**src/rtl/exc_commit_ctrl.sv**
```systemverilog
// Exception/interrupt commit controller: picks the winning trap at WB, strobes the CSR file,
// then flushes, redirects fetch over a valid/ready handshake and blocks commits for a drain window.
module exc_commit_ctrl #(
  parameter int DRAIN_CYCLES = 2
) (
  input  logic        clk,
  input  logic        reset,
  input  logic        wb_valid,
  input  logic [31:0] wb_pc,
  input  logic [31:0] wb_vaddr,
  input  logic [5:0]  wb_exc,
  input  logic        wb_is_ertn,
  input  logic        has_int,
  input  logic [31:0] ex_entry,
  input  logic [31:0] ertn_pc,
  output logic        commit_kill,
  output logic        csr_wb_ex,
  output logic        csr_ertn_flush,
  output logic [5:0]  csr_ecode,
  output logic [8:0]  csr_esubcode,
  output logic [31:0] csr_pc,
  output logic [31:0] csr_vaddr,
  output logic        flush,
  output logic        redir_valid,
  output logic [31:0] redir_pc,
  input  logic        redir_ready,
  output logic        busy
);

  typedef enum logic [1:0] {IDLE, REDIR, DRAIN} state_t;

  localparam logic [3:0] DRAIN_LOAD = 4'(DRAIN_CYCLES);

  state_t      r_state;
  state_t      w_next;
  logic        w_trap;
  logic        w_isExc;
  logic [5:0]  w_ecode;
  logic [8:0]  w_esub;
  logic [31:0] w_vaddr;
  logic [31:0] w_redirFirst;
  logic        r_pulse;
  logic        r_isErtn;
  logic [5:0]  r_ecode;
  logic [8:0]  r_esub;
  logic [31:0] r_pc;
  logic [31:0] r_vaddr;
  logic [31:0] r_redirPc;
  logic [3:0]  r_drainCnt;

  // Single-winner priority; ERTN is what remains when no interrupt or exception is present.
  always_comb begin
    w_ecode = 6'h00;
    w_esub  = 9'd0;
    w_vaddr = 32'h0;
    w_isExc = 1'b1;
    if (has_int) begin
      w_ecode = 6'h00;
    end else if (wb_exc[0]) begin
      w_ecode = 6'h08;
      w_vaddr = wb_pc;
    end else if (wb_exc[1]) begin
      w_ecode = 6'h0D;
    end else if (wb_exc[2]) begin
      w_ecode = 6'h0B;
    end else if (wb_exc[3]) begin
      w_ecode = 6'h0C;
    end else if (wb_exc[4]) begin
      w_ecode = 6'h09;
      w_vaddr = wb_vaddr;
    end else if (wb_exc[5]) begin
      w_ecode = 6'h08;
      w_esub  = 9'd1;
      w_vaddr = wb_vaddr;
    end else begin
      w_isExc = 1'b0;
    end
  end

  assign w_trap = (r_state == IDLE) & wb_valid & (has_int | (|wb_exc) | wb_is_ertn);

  always_ff @(posedge clk) begin
    if (reset) r_state <= IDLE;
    else       r_state <= w_next;
  end

  always_comb begin
    w_next = r_state;
    case (r_state)
      IDLE:    if (w_trap) w_next = REDIR;
      REDIR:   if (redir_ready) w_next = DRAIN;
      DRAIN:   if (r_drainCnt <= 4'd1) w_next = IDLE;
      default: w_next = IDLE;
    endcase
  end

  // Redirect target is taken live in the first REDIR cycle, then frozen until accepted.
  assign w_redirFirst = r_isErtn ? ertn_pc : ex_entry;

  always_ff @(posedge clk) begin
    if (reset) begin
      r_pulse    <= 1'b0;
      r_isErtn   <= 1'b0;
      r_ecode    <= 6'h00;
      r_esub     <= 9'd0;
      r_pc       <= 32'h0;
      r_vaddr    <= 32'h0;
      r_redirPc  <= 32'h0;
      r_drainCnt <= 4'd0;
    end else begin
      r_pulse <= w_trap;
      if (w_trap) begin
        r_isErtn <= ~w_isExc;
        if (w_isExc) begin
          r_ecode <= w_ecode;
          r_esub  <= w_esub;
          r_pc    <= wb_pc;
          r_vaddr <= w_vaddr;
        end
      end
      if (r_pulse) r_redirPc <= w_redirFirst;
      if (r_state == REDIR && redir_ready) begin
        r_drainCnt <= DRAIN_LOAD;
      end else if (r_state == DRAIN && r_drainCnt != 4'd0) begin
        r_drainCnt <= r_drainCnt - 4'd1;
      end
    end
  end

  assign commit_kill    = w_trap | ((r_state != IDLE) & wb_valid);
  assign csr_wb_ex      = r_pulse & ~r_isErtn;
  assign csr_ertn_flush = r_pulse & r_isErtn;
  assign flush          = r_pulse;
  assign csr_ecode      = r_ecode;
  assign csr_esubcode   = r_esub;
  assign csr_pc         = r_pc;
  assign csr_vaddr      = r_vaddr;
  assign redir_valid    = (r_state == REDIR);
  assign redir_pc       = r_pulse ? w_redirFirst : r_redirPc;
  assign busy           = (r_state != IDLE);

endmodule

```
**config.mk**
```make
export PLATFORM = sky130hd
export DESIGN_NAME = exc_commit_ctrl
export DESIGN_NICKNAME = d
export VERILOG_FILES = /design/src/rtl/exc_commit_ctrl.sv
export SDC_FILE = /design/constraint.sdc
export NUM_CORES = 1
export LEC_CHECK = 0
export CAP_MARGIN = 30
export CELL_PAD_IN_SITES_DETAIL_PLACEMENT = 2
export CELL_PAD_IN_SITES_GLOBAL_PLACEMENT = 2
export CORE_UTILIZATION = 22
export DETAILED_ROUTE_END_ITERATION = 10
export PLACE_DENSITY = 0.9
export SYNTH_ARGS = -nofsm -noshare
export SYNTH_HDL_FRONTEND = slang
export SYNTH_SLANG_ARGS = --single-unit
```
**constraint.sdc**
```tcl
create_clock -name clk -period 2.45 [get_ports clk]
set_clock_uncertainty 0.2 [all_clocks]
set_input_delay 0.3675 -clock clk [delete_from_list [all_inputs] [get_ports clk]]
set_output_delay 0.3675 -clock clk [all_outputs]
set_load 0.01 [all_outputs]
```
== Yosys cells after proc, flatten, opt, wreduce, memory -nomap -nowiden ==
Cells that the tools add are included.
Storage, ports and cells
  bits of input ports: 140
  word-level logic and storage cells: 73
  bits in registers: 119
  output and inout bits: 117
Operators by class
  reduce and logical (&&, ||, !) cells: 10
  bitwise logic cells: 10
  equal/unequal tests: 5
  multiplexer cells: 36
  $add $sub $neg: 1
  magnitude comparators: 1
Operators by type and width (number)
  $mux 32: 9
  $mux 4: 7
  $mux 1: 14
  $mux 2: 5
  $pmux 2 s3: 1
  $reduce_or 6->1: 1
  $and 1x1->1: 5
  $le 4x1->1 const B: 1
  $ne 2x2->1 const B: 2
  $reduce_bool 2->1: 2
  $reduce_bool 4->1: 1
  $sub 4x1->4 const B: 1
  $or 1x1->1: 3
  $reduce_and 3->1: 1
  $eq 2x1->1 const B: 1
  $eq 2x2->1 const B: 1
  $logic_and 1x1->1: 2
  $logic_not 2->1: 1
  $ne 2x1->1 const B: 1
  $not 1->1: 2
  $reduce_and 2->1: 1
  $reduce_or 2->1: 1

== Depth between registers and ports, before layout ==
  depth in word-level cells: 8
  gate-level depth with buffers: 6
  gate-level depth less buffers: 5

== Least setup slack after synthesis ==
Ideal clock, no wire load.
  path type: in2reg
  from: input wb_exc[0]
  to: register r_state[0]
  arrival time: 1.518 ns
  setup slack: 0.583 ns
  buffers on the path: 1
  library setup time: 0.150 ns
  data required time: 2.100 ns
  cell stages on the path: 4
  path through: buf_2 -> or4_1 -> o41ai_1 -> a221oi_1
On the way
  longest elaborated chain between the ends: 6
Ends and longest elaborated chain
  from (decl): RTL line 11  | input logic [5:0] wb_exc,
  $reduce_or 6->1: RTL line 80  | assign w_trap = (r_state == IDLE) & wb_valid & (has_int | (|wb_exc) | wb_is_ertn);
  $or 1x1->1 (2 in a row): RTL line 80
  $and 1x1->1: RTL line 80
  $ne 2x2->1 (no source line)
  $reduce_and 3->1 (no source line)
  to (signal assigned): RTL line 84  | else r_state <= w_next;
  to (decl): RTL line 34  | state_t r_state;
Every way passes these cells.
A chain may end at the register's enable or synchronous reset.

== Final worst setup path ==
  from: input wb_exc[1]
  to: output commit_kill
On the way
  longest elaborated chain between the ends: 5
Ends and longest elaborated chain
  $reduce_or 6->1: RTL line 80
  $or 1x1->1 (2 in a row): RTL line 80
  $and 1x1->1: RTL line 80
  $or 1x1->1: RTL line 130  | assign commit_kill = w_trap | ((r_state != IDLE) & wb_valid);
  to (decl): RTL line 16  | output logic commit_kill,
Every way passes these cells.

==> flow_metrics.tcl <==
set metrics [dict create \
    status "finished clean" \
    grt_pass1_vias 5393 \
    place_area_sq_um 7840 \
    fp.dieH_um 152 \
    cts_tree "yes" \
    crit_chain "clkdlybuf4s50_1, nor3_2, nand2_1, o41a_1, dlygate4sd2_1" \
    period_share_pct 95.9 \
    tightest_slew_ps 702 \
    synth_seq_cells 109 \
    route.vias.total 4967 \
    critPathMaxStageDelay_ps 430 \
    io_pins 257 \
    holdWs_ps 258 \
    via_per_inst 4.72 \
    grt_max_degree 53 \
    hold_path_depth 2 \
    finalInstanceArea_sq_um 8230 \
    syn_to_final_growth_pct 67.3 \
    min_path_type "reg -> reg" \
    numCtsBuffers 9 \
    reg2regPathDepth 5 \
    htreeDepth 3 \
    yosysUniqueCellTypes 41 \
    power_per_cell_area_nw_per_um2 555 \
    timing.final.ws_setup_ps 99.8 \
    ant_nets 0 \
    grt_pass1_wl_um 29300 \
    critPathMaxFanout 2 \
    slowest_stage "clkdlybuf4s50_1" \
    end_kind "output pin" \
    core_area_sq_um 21900 \
    first_pass_iters 4 \
    dp_hpwl_um 14800 \
    fmax_mhz 425 \
    peakVddDrop_mv 0.293 \
    maxSlewHeadroom_pct 53.1 \
    antenna_found_initial 0 \
    place.port_buffers 246 \
    drc 0 \
    path_class "in -> out" \
    finalHoldViolCount 0 \
    clkTransAtPathRegs_ps 70 \
    yosysWarnings 0 \
    avgRoutedWirePerCell_um 18.9 \
    setup_viol_count_final 0 \
    cts_root_buf "clkbuf_16" \
    maxCapViolCount 0 \
    cts_hold_buf 0 \
    worstPathRequired_ps 1880 \
    syn_inst 520 \
    cp.arrival_ps 1780 \
    cts.path.max_buffers 2 \
    final_common_cell "clkdlybuf4s50_1" \
    drive_gt1_share_pct 9.44 \
    ys_seq_area_share_pct 44.4 \
    drt_iter0_drc 111 \
    layout_common_cells "clkdlybuf4s50_1, dfxtp_1, nand2_1" \
    grtUsageTotal_pct 16.9 \
    rsz0062_at_grt "false" \
    start_util_pct 22.5 \
    period_minus_slack_ps 2350 \
    dieArea_sq_um 23000 \
    wirelength_um 19900 \
    num_rows 54 \
    grt_overflow_total 0 \
    setup_tns_ps 0 \
    clk_latency_ps 340 \
    antenna_cells 0 \
    maxSlewViolCount 0 \
    gp_congestion 0.730 \
    fin_nets 911 \
    startpoint_type "primary input" \
    syn_area_per_cell_sq_um 9.46 \
    die_x_um 152 \
    synth_area_sq_um 4920 \
    power_leakage_uw 0.00331 \
    dp_slack_ps -301 \
    clock_sinks 109 \
]
==> area by class of cell <==
cell class	instances	area [sq um]
Clock buffer	11	243
Fill cell	2395	13700
Sequential cell	109	2190
Timing Repair Buffer	281	2860
Multi-Input combinational cell	362	2510
Clock inverter	5	58.8
Inverter	5	18.8
Tap cell	280	350
==> cells in the mapped netlist <==
| cell | count | share of area, % |
|---|---|---|
| or3b_4 | 1 | 0.23 |
| buf_2 | 8 | 0.81 |
| o21ai_0 | 4 | 0.41 |
| nand3b_1 | 1 | 0.15 |
| mux2i_1 | 66 | 13 |
| buf_4 | 14 | 2.1 |
| nand2b_1 | 2 | 0.25 |
| and2_1 | 33 | 4.2 |
| nor4_2 | 1 | 0.25 |
| a221oi_1 | 1 | 0.18 |
| nor2_1 | 37 | 2.8 |
| a31oi_1 | 1 | 0.13 |
| or2_2 | 2 | 0.25 |
| o41a_1 | 1 | 0.23 |
| o211a_1 | 1 | 0.20 |
| conb_1 | 1 | 0.076 |
| buf_1 | 2 | 0.15 |
| or3b_2 | 1 | 0.18 |
| a2111o_1 | 1 | 0.23 |
| a21bo_2 | 1 | 0.20 |
| a21boi_0 | 1 | 0.15 |
| o31ai_1 | 2 | 0.31 |
| nor3_1 | 4 | 0.41 |
| a21oi_1 | 38 | 3.9 |
| clkbuf_1 | 26 | 2.0 |
| o41ai_1 | 1 | 0.18 |
| ha_1 | 3 | 0.76 |
| buf_6 | 3 | 0.69 |
| a211oi_1 | 1 | 0.15 |
| dfxtp_1 | 109 | 44 |
| o2bb2ai_2 | 10 | 3.1 |
| or4_1 | 4 | 0.61 |
| or3_1 | 3 | 0.38 |
| nor2b_1 | 5 | 0.64 |
| a32oi_1 | 32 | 5.7 |
| nand2_1 | 68 | 5.2 |
| o2bb2ai_1 | 23 | 4.1 |
| o22ai_2 | 1 | 0.25 |
| nor3b_1 | 2 | 0.31 |
| inv_2 | 1 | 0.076 |
| inv_1 | 4 | 0.31 |
==> metal layers <==
layer | vias to the layer above | part of all wire (%) | GRT usage [%]
met1 | 2408 | 38 | 17.7
li1 | 2331 | - | -
met2 | 207 | 51 | 31.0
met5 | - | 0 | 0
met3 | 21 | 10 | 6.14
met4 | 0 | 1.4 | 5.69
==> worst paths after layout <==
| kind | start | endpoint | slack [ps] |
|---|---|---|---|
| worst max-delay path | wb_exc[1] | commit_kill | 100 |
| worst max register to register | r_state[1] | csr_ecode[3] | 460 |
| worst min-delay path | csr_pc[10] | csr_pc[10] | 260 |
| worst min register to register | csr_pc[10] | csr_pc[10] | 260 |
==> report_power, final <==
group / internal [uW] / switching [uW] / total (uW)
combinational: 619 / 514 / 1130
sequential: 1880 / 58.0 / 1940
clock: 824 / 672 / 1500
==> critical path, delay by kind of cell <==
family          cells  cell delay, ps
compound gates      1             360
buf+inv             2             720
simple gates        2             330
==> through the flow <==
| stage | instances | total power (uW) | utilization (%) |
|---|---|---|---|
| 2_1_floorplan | 529 | 2440 | - |
| 3_3_place_gp | 1034 | 3090 | 35.8 |
| 3_5_place_dp | 1034 | 3140 | 35.8 |
| 4_1_cts | 1053 | 4670 | 37.4 |
| 5_1_grt | 1053 | 4810 | 37.6 |
| 6_report | 1053 | 4570 | 37.6 |
==> state kept, by name, indices dropped and copies added, names as in the netlist <==
| register | count |
|---|---|
| csr_pc | 32 |
| csr_vaddr | 32 |
| r_redirPc | 32 |
| csr_ecode | 4 |
| r_drainCnt | 4 |
| r_state | 2 |
| csr_esubcode | 1 |
| flush | 1 |
| r_isErtn | 1 |
==> logic make-up (layout without fill, tap and decap cells) <==
| logic type | Yosys count | in the layout | share of synthesized area [%] |
|---|---|---|---|
| compound gates | 119 | 119 | 19.3 |
| fa+ha+maj | 3 | 3 | 0.763 |
| buf+inv | 58 | 302 | 6.16 |
| flops | 109 | 109 | 44.4 |
| mux | 66 | 66 | 13.4 |
| other cells | 1 | 10 | 0.0762 |
| simple gates | 164 | 164 | 15.9 |
==> timing repair <==
action                                  CTS  global route
setup buffers                             2             0
gates resized for setup                  21            18
cloned                                    1             0
pin swaps                                 1             0
endpoints found under the setup margin   31            18
No activity file was read; power rests on OpenSTA's default activity.
